File: config.mk
export PLATFORM = sky130hd
export DESIGN_NAME = ahb_rr_arbiter
export DESIGN_NICKNAME = d
export VERILOG_FILES = /design/src/rtl/ahb_rr_arbiter.sv
export SDC_FILE = /design/constraint.sdc
export NUM_CORES = 1
export LEC_CHECK = 0
export ABC_AREA = 1
export BUFFER_PORTS_ARGS = -buffer_cell sky130_fd_sc_hd__buf_2
export CAP_MARGIN = 20
export CELL_PAD_IN_SITES_DETAIL_PLACEMENT = 1
export CELL_PAD_IN_SITES_GLOBAL_PLACEMENT = 1
export CORE_ASPECT_RATIO = 2
export CORE_MARGIN = 10
export CORE_UTILIZATION = 41
export CTS_BUF_LIST = sky130_fd_sc_hd__clkbuf_4 sky130_fd_sc_hd__clkbuf_8
export DETAILED_ROUTE_END_ITERATION = 8
export GPL_ROUTABILITY_DRIVEN = 0
export HOLD_SLACK_MARGIN = 0.15
export PLACE_DENSITY = 0.86
export SLEW_MARGIN = 30
export SYNTH_ARGS = -nofsm -noshare
export SYNTH_HDL_FRONTEND = slang
export SYNTH_SLANG_ARGS = --single-unit
export TNS_END_PERCENT = 5
File: constraint.sdc
create_clock -name hclk -period 1.9 [get_ports hclk]
set_clock_uncertainty 0.2 [all_clocks]
set_input_delay 0.285 -clock hclk [delete_from_list [all_inputs] [get_ports hclk]]
set_output_delay 0.285 -clock hclk [all_outputs]
set_load 0.005 [all_outputs]
File: src/rtl/ahb_rr_arbiter.sv
// AHB round-robin bus arbiter with hold limit and locked transfers.
// Define AHB_ARB_SPLIT_EN to compile in SPLIT masking of masters.
module ahb_rr_arbiter #(
    parameter int NUM_MASTERS = 4,
    parameter int MIDX_W      = 2,
    parameter int MAX_HOLD    = 16
) (
    input  logic                   hclk,
    input  logic                   hresetn,
    input  logic [NUM_MASTERS-1:0] hbusreq,
    input  logic [NUM_MASTERS-1:0] hlock,
    input  logic                   hready,
    input  logic [1:0]             hresp,
    input  logic [NUM_MASTERS-1:0] hsplit,
    output logic [NUM_MASTERS-1:0] hgrant,
    output logic [MIDX_W-1:0]      hmaster,
    output logic                   hmastlock
);

    typedef enum logic [1:0] {
        ST_PARK   = 2'd0,
        ST_OWNED  = 2'd1,
        ST_LOCKED = 2'd2
    } state_t;

    localparam logic [7:0]             HOLD_LIM = 8'(MAX_HOLD - 1);
    localparam logic [MIDX_W-1:0]      LAST_RST = MIDX_W'(NUM_MASTERS - 1);
    localparam logic [NUM_MASTERS-1:0] GRANT0   = {{(NUM_MASTERS-1){1'b0}}, 1'b1};
    localparam logic [NUM_MASTERS-1:0] NONE     = {NUM_MASTERS{1'b0}};

    state_t                   state_r;
    logic [MIDX_W-1:0]        grant_idx_r;
    logic [NUM_MASTERS-1:0]   hgrant_r;
    logic [MIDX_W-1:0]        last_owner_r;
    logic [7:0]               hold_cnt_r;
    logic [MIDX_W-1:0]        hmaster_r;
    logic                     hmastlock_r;

    logic [NUM_MASTERS-1:0]   elig_s;
    logic [MIDX_W-1:0]        pick_s;
    logic                     keep_s;
    state_t                   nxt_state_s;
    logic [MIDX_W-1:0]        nxt_idx_s;
    logic [MIDX_W-1:0]        nxt_last_s;
    logic [7:0]               nxt_cnt_s;

    // First eligible master scanning upward from last+1 with wrap-around.
    function automatic logic [MIDX_W-1:0] rr_pick(input logic [NUM_MASTERS-1:0] elig,
                                                  input logic [MIDX_W-1:0]      last);
        logic             found;
        logic [MIDX_W-1:0] pick;
        int               idx;
        found = 1'b0;
        pick  = {MIDX_W{1'b0}};
        for (int k = 1; k <= NUM_MASTERS; k++) begin
            idx = (int'(last) + k) % NUM_MASTERS;
            if (!found && elig[idx]) begin
                found = 1'b1;
                pick  = idx[MIDX_W-1:0];
            end else begin
                found = found;
            end
        end
        return pick;
    endfunction

`ifdef AHB_ARB_SPLIT_EN
    logic [NUM_MASTERS-1:0] split_mask_r;
    logic [NUM_MASTERS-1:0] split_set_s;

    // A SPLIT response parks the data-phase master until its hsplit pulse; set wins.
    always_comb begin
        split_set_s = NONE;
        if (!hready && (hresp == 2'b11)) begin
            split_set_s = GRANT0 << hmaster_r;
        end else begin
            split_set_s = NONE;
        end
    end

    // Split mask register.
    always_ff @(posedge hclk) begin
        if (!hresetn) begin
            split_mask_r <= NONE;
        end else begin
            split_mask_r <= (split_mask_r & ~hsplit) | split_set_s;
        end
    end

    assign elig_s = hbusreq & ~split_mask_r;
`else
    logic unused_s;
    assign unused_s = ^{hresp, hsplit};
    assign elig_s   = hbusreq;
`endif

    assign pick_s = rr_pick(elig_s, last_owner_r);

    // Next-owner decision evaluated for the next hready-high edge.
    always_comb begin
        keep_s      = 1'b0;
        nxt_state_s = state_r;
        nxt_idx_s   = grant_idx_r;
        nxt_last_s  = last_owner_r;
        nxt_cnt_s   = hold_cnt_r;
        if ((state_r == ST_LOCKED) && hlock[grant_idx_r]) begin
            keep_s = 1'b1;
        end else if ((state_r != ST_PARK) && (|(elig_s & hgrant_r)) &&
                     ((hold_cnt_r < HOLD_LIM) || !(|(elig_s & ~hgrant_r)))) begin
            keep_s = 1'b1;
        end else begin
            keep_s = 1'b0;
        end
        if (keep_s) begin
            nxt_cnt_s   = (hold_cnt_r == 8'hFF) ? hold_cnt_r : hold_cnt_r + 8'd1;
            nxt_state_s = hlock[grant_idx_r] ? ST_LOCKED : ST_OWNED;
        end else if (elig_s == NONE) begin
            nxt_state_s = ST_PARK;
            nxt_idx_s   = {MIDX_W{1'b0}};
            nxt_cnt_s   = 8'd0;
        end else begin
            nxt_idx_s   = pick_s;
            nxt_last_s  = pick_s;
            nxt_cnt_s   = 8'd0;
            nxt_state_s = hlock[pick_s] ? ST_LOCKED : ST_OWNED;
        end
    end

    // Arbitration state advances only on hready-high edges.
    always_ff @(posedge hclk) begin
        if (!hresetn) begin
            state_r      <= ST_PARK;
            grant_idx_r  <= {MIDX_W{1'b0}};
            hgrant_r     <= GRANT0;
            last_owner_r <= LAST_RST;
            hold_cnt_r   <= 8'd0;
            hmaster_r    <= {MIDX_W{1'b0}};
            hmastlock_r  <= 1'b0;
        end else if (hready) begin
            state_r      <= nxt_state_s;
            grant_idx_r  <= nxt_idx_s;
            hgrant_r     <= GRANT0 << nxt_idx_s;
            last_owner_r <= nxt_last_s;
            hold_cnt_r   <= nxt_cnt_s;
            hmaster_r    <= grant_idx_r;
            hmastlock_r  <= hlock[grant_idx_r];
        end else begin
            state_r      <= state_r;
            grant_idx_r  <= grant_idx_r;
            hgrant_r     <= hgrant_r;
            last_owner_r <= last_owner_r;
            hold_cnt_r   <= hold_cnt_r;
            hmaster_r    <= hmaster_r;
            hmastlock_r  <= hmastlock_r;
        end
    end

    assign hgrant    = hgrant_r;
    assign hmaster   = hmaster_r;
    assign hmastlock = hmastlock_r;

endmodule

After elaboration in Yosys (flattened, before gate mapping) --
Index checks and enable logic that the tools add are counted. Widths: inputs -> output; s select.
Cells by class: add/sub/neg operators 5, order comparisons 7, equality and inequality tests 3, shifts and indexed selects 1, mux-type cells 33, bitwise operators 9, reductions and logical operators 21
Operators with widths (number):
- $mux 2 | 10
- $lt 3x4->1 const B | 4
- $mux 8 | 2
- $mux 1 | 15
- $bmux 1 s2 | 6
- $add 8x1->8 const B | 1
- $and 4x4->4 | 2
- $eq 8x8->1 const B | 1
- $lt 8x4->1 const B | 1
- $reduce_or 2->1 | 4
- $reduce_or 4->1 | 2
- $logic_and 1x1->1 | 6
- $lt 2x3->1 const B | 2
- $add 2x1->2 const B | 2
- $add 2x2->2 const B | 2
- $and 1x1->1 const A | 4
- $logic_not 1->1 | 4
- $logic_not 4->1 | 1
- $not 4->4 | 1
- $shl 1x2->4 const A | 1
- $reduce_and 3->1 | 1
- $eq 2x2->1 const B | 1
- $ne 2x2->1 const B | 1
- $not 1->1 | 2
- 3 further kinds | 3
Word-level totals: flip-flop bits (word level) 21, input port bits 17, output and inout bits 7, word-level logic and storage cells 86

Depth between registers and ports, before layout --
depth after elaboration 21, gate-level depth with buffers 14, gate-level depth less buffers 14

Worst setup path after synthesis --
OpenSTA, ideal clock, no wires.
path kind register -> register, from register hold_cnt_r[0], to register hold_cnt_r[6], library setup time 0.116 ns, arrival time 1.424 ns, required time 1.584 ns, setup slack 0.161 ns, cell stages (with the launch flop) 13, buffers on the path 0, clock period less this slack 1.739 ns, cells stage by stage dfxtp_1 > ha_1 > nand3_1 > nand3_1 > o21ai_0 > nand2_1 > nand2_2 > inv_4 > nand2_4 > nand2_4 > inv_1 > o21ai_0 > nor2_1
On the way: cells in the longest elaborated chain, start to end 7, elaborated cells on any way between the ends 11, those cells by class add/sub: 1; order compare: 1; eq/ne: 2; mux: 4; reduce/logical: 3
RTL lines:
- start, declared | line 35 | logic [7:0] hold_cnt_r;
- start signal, assigned | line 144 | hold_cnt_r <= nxt_cnt_s;
- start signal, assigned | line 152 | hold_cnt_r <= hold_cnt_r;
- $lt 8x4->1 | line 109 | ((hold_cnt_r < HOLD_LIM) || !(|(elig_s & ~hgrant_r)))) begin
- $logic_or 1x1->1 | line 109
- $logic_and 1x1->1 | line 108 | end else if ((state_r != ST_PARK) && (|(elig_s & hgrant_r)) &&
- $mux 1 | line 108
- $mux 1 | line 106 | if ((state_r == ST_LOCKED) && hlock[grant_idx_r]) begin
- $ne 2x2->1 (no source line)
- $reduce_and 2->1 (no source line)
Several ways; a longest one is shown, not always the timed one. The select of a mux whose other input is x is not followed. A chain may end at the register's enable or synchronous reset.

Final worst setup path --
from register last_owner_r[0], to register hgrant_r[1] (netlist: hgrant[1])
On the way: cells in the longest elaborated chain, start to end 17, elaborated cells on any way between the ends 32, those cells by class add/sub: 4; shift: 1; mux: 21; reduce/logical: 6
RTL lines:
- start, declared | line 34 | logic [MIDX_W-1:0] last_owner_r;
- start signal, assigned | line 143 | last_owner_r <= nxt_last_s;
- start signal, assigned | line 151 | last_owner_r <= last_owner_r;
- $add 2x1->2 | line 56 | idx = (int'(last) + k) % NUM_MASTERS;
- $bmux 1 s2 | line 57 | if (!found && elig[idx]) begin
- $mux 1 (implied by the code) (2 in series) | line 57
- $mux 1 | line 57
- $logic_not 1->1 | line 57
- $logic_and 1x1->1 | line 57
- $mux 1 | line 57
- $logic_not 1->1 | line 57
- $logic_and 1x1->1 | line 57
- $mux 1 | line 57
- $logic_not 1->1 | line 57
- $logic_and 1x1->1 | line 57
- $mux 2 * | line 57
- $mux 2 * | line 117 | end else if (elig_s == NONE) begin
- $mux 2 * | line 114 | if (keep_s) begin
- $shl 1x2->4 * | line 142 | hgrant_r <= GRANT0 << nxt_idx_s;
- end signal, assigned | line 142
- end signal, assigned | line 150 | hgrant_r <= hgrant_r;
- end, declared | line 33 | logic [NUM_MASTERS-1:0] hgrant_r;
Mark *: on every way between the ends. The rest lies on a longest branch, timed or not. The select of a mux whose other input is x is not followed.

==> impl_metrics.toml <==
[power_and_ir_drop]
pwr-share-seq_pct = 22.8
p_leak_nw = 0.889
p_comb_share_pct = 65.7
swShare_pct = 49.5
irDropWorstVdd_uv = 706
power_density_mw_per_mm2 = 1450
power.internal_mw = 1.38
p_switching_mw = 1.36
p_clk_share_pct = 11.5

[finish]
multiInputGateArea_mm2 = 0.00100
fillers = 489
final_cells = 303
fin_util_pct = 53.1
final_area_mm2 = 0.00189
nNetsFinal = 273
antenna_cells = 0
register_area_um2 = 427
final_cell_mix = "nand2_1 (46), nand3_1 (21), inv_1 (18)"
syn_to_final_growth_pct = 26.5
drive_gt1_share_pct = 37.4
final_common_cell = "nand2_1"

[synthesis]
syn-cell-area_mm2 = 0.00150
ys_top_cells_by_area = "dfxtp_1 (28%), nand2_1 (13%), nand2_4 (8.3%)"
synth_nets = 235
postSynth.asyncResetShare_pct = 0
synth_edf_count = 0
synth-seq-area-share_pct = 28.1
synth_cells = 217
synth_seq_cells = 21
synth.distinct_cells = 33
yosysWarnings = 0
synthFlopType = "dfxtp_1"
yosysTopAreaCell = "dfxtp_1"
synth_top_area_share_pct = 28.1
syn_avg_cell_area_um2 = 6.90

[die]
io_pins = 24
die_area_mm2 = 0.00661
core_mm2 = 0.00357
die_x_um = 62.7
fp.dieH_um = 105
start_util_pct = 41.9
std_cell_rows = 31

[grt]
grt_overflow = 0
antenna_found_initial = 0
grt_pass1_vias = 1716
grt_max_degree = 12
grt_pass1_wl_um = 7930
grt.total_usage_pct = 14.6

[setup_path]
r2r_end = "hgrant[1]"
arrival_ns = 1.93
required_ns = 1.91
r2r-start = "last_owner_r[0]"
critPathTopFamily = "simple AND/OR/NAND/NOR gates"
path_max_fanout = 5
crit_path_max_incr_delay_ns = 0.36
worstPathCellList = "buf_4 -> nand2_4 -> nand2_4 -> nand3_1 -> o21ai_4 -> nand4_1 -> nand3_1 -> nand2_2 -> inv_1 -> nand3_2 -> a21oi_2"
critPathBufInv = 2
endpoint_kind = "flip-flop"
critPathKind = "reg -> reg"
r2r_setup_slack_ns = -0.02
ff2ff_path_depth = 11
setup.worst_path.start_class = "flip-flop"
critical-path-slowest-cell = "dfxtp_2"

[timing]
finalMaxSlewViolations = 0
fmax_ghz = 0.520
fin_crit_ns = 1.92
hold_viol_final = 0
whs_ns = 0.218
finalSetupViolations = 3
fin_tns_setup_ns = -0.0488
tightest_slew_ns = 0.304
finalCritPeriodShare_pct = 101
worst_slack_ns = -0.0216
rsz0062_at_grt = "yes"
relSlewSlack_pct = 79.7

[cts]
cts_buffers = 3
clock_latency_ns = 0.27
cts_buffer_depth = 2
cts_sinks = 21
cts_tree = "done"
path_clk_slew_ns = 0.08
cts_root_buffer = "clkbuf_8"
htreeDepth = 1

[placed_design]
place_hpwl_um = 3760
io_buffers = 17
numPlacedInstances = 296
dpl-instance-area_mm2 = 0.00176

[drt]
dr.pass1.iters = 4
wl_um = 4710
drc = 0
ant_nets = 0
wire_per_inst_um = 15.5
dr.first_iter.drc_count = 36
viasPerCell = 5.22
num_vias = 1582

[flow_run]
cap_violations = 0

[min_path]
hold_class = "in -> reg"
min_to = "state_r[1]"
hold_path_depth = 5
worstHoldStart = "hlock[3]"

[outcome]
violations = "setup timing"
status = "complete, but fails checks"
==> state kept, by name, indices dropped and copies added, names as in the netlist <==
| signal | count |
|---|---|
| last_owner_r | 2 |
| hmastlock | 1 |
| hgrant | 4 |
| state_r | 2 |
| hmaster | 2 |
| grant_idx_r | 2 |
| hold_cnt_r | 8 |
==> power by group through the flow <==
stage	logic [mW]	registers, mW	clock network, mW
floorplan	1.21	0.612	0
global placement	1.63	0.619	0
detailed placement	1.67	0.626	0
CTS	1.69	0.624	0.324
global route	1.98	0.635	0.345
finish	1.80	0.625	0.314
==> area by class of cell <==
class / instances / area share, %
clock buffers: 4 / 2.58
inverters: 26 / 5.55
multi-input cells: 167 / 53.1
flip-flops and latches: 21 / 22.5
well taps: 49 / 3.24
repair buffers: 36 / 13.0
==> what timing repair did <==
| action | 4_1_cts | 5_1_grt |
|---|---|---|
| hold buffers | 1 | 0 |
| setup buffers | 1 | 1 |
| setup endpoints to repair | 13 | 18 |
| pin swaps | 1 | 6 |
| gates cloned | 0 | 0 |
| hold endpoints to repair | 4 | 0 |
| gates resized for setup | 8 | 19 |
==> layer usage <==
layer	global-route usage, %	part of all wire [%]	up-vias
met1	12.2	33	764
met2	31.5	63	17
met5	0	0	-
met4	6.91	2.5	0
li1	-	-	792
met3	1.59	1.6	9
==> cell families after synthesis <==
logic type | share of synthesized area [%]
xor+xnor | 1.76
simple gates | 45.4
flops | 28.1
buf+inv | 8.03
fa+ha+maj | 0.836
compound gates | 15.9
==> worst max path at each step <==
stage	startpoint	to	cells after the start
2_1_floorplan	hold_cnt_r[0]	hold_cnt_r[6]	12
3_3_place_gp	hold_cnt_r[0]	hold_cnt_r[2]	12
3_5_place_dp	hold_cnt_r[0]	hold_cnt_r[6]	12
4_1_cts	last_owner_r[0]	hgrant[2]	12
5_1_grt	hgrant[1]	hgrant[0]	12
6_report	last_owner_r[0]	hgrant[1]	11
==> synthesized netlist by cell type, types with 2 or more instances <==
cell,instances
o21ai_4,2
dfxtp_1,21
nand4_1,5
inv_2,4
nor2_2,2
inv_1,20
nand2_1,51
xor2_1,3
nor2_1,16
nand3_1,24
a21oi_1,14
nand2_2,8
nand3_2,3
nand2_4,11
o21ai_0,15
==> metrics by stage <==
| step | setup slack, ns | power (mW) |
|---|---|---|
| after global routing | -0.170 | 2.97 |
| after detailed placement | -0.0602 | 2.29 |
| after floorplan | 0.161 | 1.82 |
| after CTS | 0.00264 | 2.63 |
| final | -0.0216 | 2.74 |
| after global placement | -0.00533 | 2.25 |
==> worst min-delay path: stages <==
cell and delay (ns):
buf_2 0.11, nand2_1 0.06, nand3_1 0.06, nand3_1 0.07, a21oi_1 0.05
Power figures use the tool's default switching activity.
